<file path="config.mk">
export PLATFORM = sky130hd
export DESIGN_NAME = lix_pipe_reg
export DESIGN_NICKNAME = d
export VERILOG_FILES = /design/src/rtl/lix_pipe_reg.sv
export SDC_FILE = /design/constraint.sdc
export NUM_CORES = 1
export LEC_CHECK = 0
export ABC_AREA = 1
export CAP_MARGIN = 30
export CORE_ASPECT_RATIO = 0.5
export CORE_UTILIZATION = 53
export CTS_CLUSTER_DIAMETER = 30
export CTS_CLUSTER_SIZE = 25
export DETAILED_ROUTE_END_ITERATION = 10
export PLACE_DENSITY = 0.83
export SLEW_MARGIN = 25
export SYNTH_ARGS = -nofsm -noshare
export SYNTH_HDL_FRONTEND = slang
export SYNTH_SLANG_ARGS = --single-unit
</file>
<file path="constraint.sdc">
create_clock -name clk_i -period 2 [get_ports clk_i]
set_input_delay 0.4 -clock clk_i [delete_from_list [all_inputs] [get_ports clk_i]]
set_output_delay 0.4 -clock clk_i [all_outputs]
set_load 0.01 [all_outputs]
</file>
<file path="src/rtl/lix_pipe_reg.sv">
// Elastic valid/ready pipeline of D register stages with flush and occupancy count.
// Bubbles are squeezed out under back-pressure; o_cnt is the registered stage population.
module lix_pipe_reg #(
    parameter int unsigned W = 32,
    parameter int unsigned D = 2
) (
    input  logic                   clk_i,
    input  logic                   rst_ni,
    input  logic                   i_vld,
    input  logic [W-1:0]           i_x,
    output logic                   o_rdy,
    output logic                   o_vld,
    output logic [W-1:0]           o_z,
    input  logic                   i_rdy,
    input  logic                   i_flush,
    output logic [$clog2(D+1)-1:0] o_cnt
);
    localparam int unsigned CW = $clog2(D + 1);

    logic [D-1:0]  vld_q, vld_d;
    logic [W-1:0]  dat_q [D];
    logic [W-1:0]  src   [D];
    logic [D-1:0]  feed;
    logic [D-1:0]  load;
    logic [D:0]    stg_rdy;
    logic [CW-1:0] cnt_q, cnt_d;

    // Ready chain: a stage can take data if it is empty or everything ahead can move.
    always_comb begin
        stg_rdy[D] = i_rdy;
        for (int k = int'(D) - 1; k >= 0; k--) begin
            stg_rdy[k] = !vld_q[k] || stg_rdy[k+1];
        end
    end

    assign o_rdy = stg_rdy[0] && !i_flush;

    // Each stage is fed by the one behind it; stage 0 is fed by the upstream port.
    always_comb begin
        feed   = D'({vld_q, i_vld});
        src[0] = i_x;
        for (int k = 1; k < int'(D); k++) begin
            src[k] = dat_q[k-1];
        end
    end

    always_comb begin
        vld_d = vld_q;
        load  = '0;
        cnt_d = '0;
        for (int k = 0; k < int'(D); k++) begin
            if (i_flush) begin
                vld_d[k] = 1'b0;
            end else if (stg_rdy[k]) begin
                vld_d[k] = feed[k];
                load[k]  = feed[k];
            end
            cnt_d = cnt_d + CW'(vld_d[k]);
        end
    end

    // Data registers only move on a load, so a drained stage keeps its last value.
    always_ff @(posedge clk_i or negedge rst_ni) begin
        if (!rst_ni) begin
            vld_q <= '0;
            cnt_q <= '0;
            for (int k = 0; k < int'(D); k++) begin
                dat_q[k] <= '0;
            end
        end else begin
            vld_q <= vld_d;
            cnt_q <= cnt_d;
            for (int k = 0; k < int'(D); k++) begin
                if (load[k]) begin
                    dat_q[k] <= src[k];
                end
            end
        end
    end

    assign o_vld = vld_q[D-1];
    assign o_z   = dat_q[D-1];
    assign o_cnt = cnt_q;

endmodule
</file>
==> summary.txt, run 1 <==
Crit start category -> input pin
Clock root buffer master -> clkbuf_16
Fin cells -> 440
Buffers and inverters on the worst path -> 3
Compound-gate portion of the synthesized area -> 5.65%
Critical path type -> in2reg
Total GRT Usage -> 23.8%
Internal power -> 3.14 mW
Psw -> 1.04 mW
Vias in the first global route -> 2,237
WP data required -> 2.21 ns
Post-Syn Area -> 0.00301 mm²
Final-report hold violation count -> 0
Setup slack, reg-to-reg -> 0.33 ns
Hold WC Path Type -> in2async
Slowest CP cell -> clkdlybuf4s50_1
Fin Setup TNS -> 0 ns
Largest net degree at the start of global routing -> 37
Min Tclk post-route -> 1.78 ns
Vias -> 2,225
Worst clock skew -> 0.00356 ns
Area share of the largest cell type after synthesis -> 56.5%
Gate Count Post-Synth -> 324
Max Root-Sink Buffers -> 2
Inserted Clock Buffers -> 9
Post-Route WL -> 6.42 mm
Top cell family by delay on the critical path -> buffers and inverters
Routability Congestion -> 0.766
Crit Reg-Reg Startpoint -> vld_q[0]$_DFF_PN0_
Synth-to-Final Area Change -> 28.6%
XOR/XNOR share of the synthesized area -> 0%
Max cap viols -> 0
Rel. slew slack -> 70.4%
Clock power share -> 40.3%
Post-synthesis mux area share -> 0%
VDD IR max -> 0.000581 V
Syn nets -> 362
Mean area per synthesized cell -> 9.29 µm²
Flops & latches, synth -> 68
I/O pins -> 73
Seq pwr share -> 41.3%
RR Endpoint -> dat_q[32]$_DFFE_PN0P_
Register area share after synthesis -> 56.5%
Buffers on Ports -> 72
M1 GR Usage -> 28.0%
Final HPWL DP -> 4.11 mm
Sw Ratio -> 24.9%
Post-synthesis adder-cell area fraction -> 0.416%
Die Span Y -> 55.3 µm
Cell variety after synth -> 15
GR peak layer -> met2
Number of diodes -> 0
Met2 Use GR -> 40.7%
Core Region -> 0.00518 mm²
Drt first pass iters -> 4
CP max FO -> 34
Global-route wire length before repair -> 10.6 mm
Met3 GRT Util -> 7.91%
Post-placement cell count -> 424
RSZ-0062 raised after global routing -> no
Num rows -> 18
Die area -> 0.00600 mm²
Logic pwr share -> 18.4%
Total setup buffers inserted after CTS -> 0
CP Data Arrival Time -> 1.99 ns
Via/cell ratio -> 5.06
Layout cells sized above 1 -> 7.57%
CP endpoint kind -> register
Period utilization -> 88.8%
DRT antenna net count -> 0
Status -> finished, final reports clean
Synth area leaders -> dfrtp_1 57%, nand2_1 12%, buf_4 9.0%
Nets@finish -> 403
Worst-margin pin slew -> 0.444 ns
Simple-gate portion of the synthesized area -> 20.7%
Reg clk slew, reported paths -> 0.05 ns
Final Slew Violations -> 0
Worst-skew pair later-pin latency -> 0.33 ns
Antenna violations before repair -> 0
First DRT Iteration DRCs -> 107
Leak pwr -> 1.90 nW
Htree depth -> 3
Final setup fails -> 0
Starting Density -> 58.1%
PwrDens -> 1080 mW/mm²
Global route overflow -> 0
Dominant combinational cell family by area after synthesis -> simple AND/OR/NAND/NOR gates
Wire per inst -> 14.6 µm
Drt drc -> 0
Max Fclk -> 0.563 GHz
CTS tree -> yes
Number of synthesis warnings -> 0
Die Width -> 109 µm
Post-synth top area cell -> dfrtp_1
R2R cell count -> 5
Critical path's largest stage delay -> 0.45 ns
CTS sink count -> 68
Worst-path cell chain -> clkdlybuf4s50_1, inv_1, nand3_4, buf_4, nand3_4, nand2_1, nand2_1
## metrics by stage
stage	area (µm²)	util, %	setup slack, ns	hold WS (ns)	power (mW)
5_1_grt	3870	74.8	0.125	0.132	4.38
2_1_floorplan	3010	-	0.697	0.104	2.23
6_report	3870	74.8	0.225	0.103	4.18
3_5_place_dp	3550	68.6	-0.0993	0.460	2.51
4_1_cts	3870	74.8	0.232	0.117	4.20
3_3_place_gp	3550	68.6	0.000382	0.443	2.47
## logic make-up after synthesis
| kind of cell | Yosys count |
|---|---|
| and+or+nand+nor | 134 |
| adders and majority gates | 1 |
| DFF | 68 |
| AOI/OAI and AO/OA | 34 |
| buffers and inverters | 87 |
## sequential cells by signal, summed over array words and instances, names as in the netlist
name and cells:
dat_q 32, o_z 32, o_cnt 2, vld_q 2
## worst max path at each step
stage / startpoint / to / slack [ns] / cells after the start
after global placement: i_rdy / dat_q[59]$_DFFE_PN0P_ / 0.0004 / 7
final: i_rdy / dat_q[32]$_DFFE_PN0P_ / 0.22 / 7
after floorplan: i_rdy / o_cnt[0]$_DFF_PN0_ / 0.70 / 5
after detailed placement: i_rdy / dat_q[32]$_DFFE_PN0P_ / -0.1 / 7
after global routing: i_rdy / dat_q[51]$_DFFE_PN0P_ / 0.13 / 7
after CTS: i_rdy / o_rdy / 0.23 / 6
## cells in the mapped netlist
cell type,number
dfrtp_1,68
inv_4,1
buf_2,6
clkbuf_1,3
buf_1,2
nand3_4,3
inv_1,35
nand4_1,32
buf_6,4
ha_1,1
a21oi_1,1
nand2_1,99
o21ai_1,19
o21ai_0,14
buf_4,36
## metal layers
| metal | share of wire (%) | vias up |
|---|---|---|
| met5 | 0 | - |
| met4 | 1.4 | 0 |
| met3 | 4.4 | 7 |
| met2 | 52 | 52 |
| met1 | 42 | 1082 |
| li1 | - | 1084 |
## final cells by class
cell class,instances,area [µm²]
repair buffers,81,820
inverters,36,138
clock buffers,12,246
fillers,377,1310
multi-input cells,169,807
well taps,70,87.6
clock inverters,4,72.6
flip-flops and latches,68,1700
## repair_timing
item / in CTS / in global routing
setup endpoints to repair: 1 / 0
hold buffers: 0 / 0
gates resized for setup: 1 / 0
## layout by cell type (no fill, tap or decap)
cell type,count
a21oi_1,1
buf_12,3
buf_2,1
buf_4,6
bufinv_16,2
clkbuf_1,2
clkbuf_16,9
clkbuf_8,1
clkdlybuf4s50_1,70
clkinv_2,1
clkinvlp_4,1
dfrtp_1,68
dlygate4sd2_1,1
ha_1,1
inv_1,35
inv_4,1
nand2_1,99
nand3_4,3
nand4_1,32
o21ai_0,14
o21ai_1,19
## power by group through the flow
stage	clock (mW)	combinational [mW]	sequential (mW)
floorplan	0	0.519	1.71
global placement	0	0.738	1.73
detailed placement	0	0.770	1.74
CTS	1.70	0.782	1.72
global route	1.78	0.854	1.75
finish	1.68	0.771	1.72
Note: power is estimated with default switching activity, not from simulation.
==> inputs of run 2 (changes only) <==
Settings changed: TNS_END_PERCENT set to 20.
==> results of run 2 <==
Final layout, timing and power as in run 1 (identical DEF).
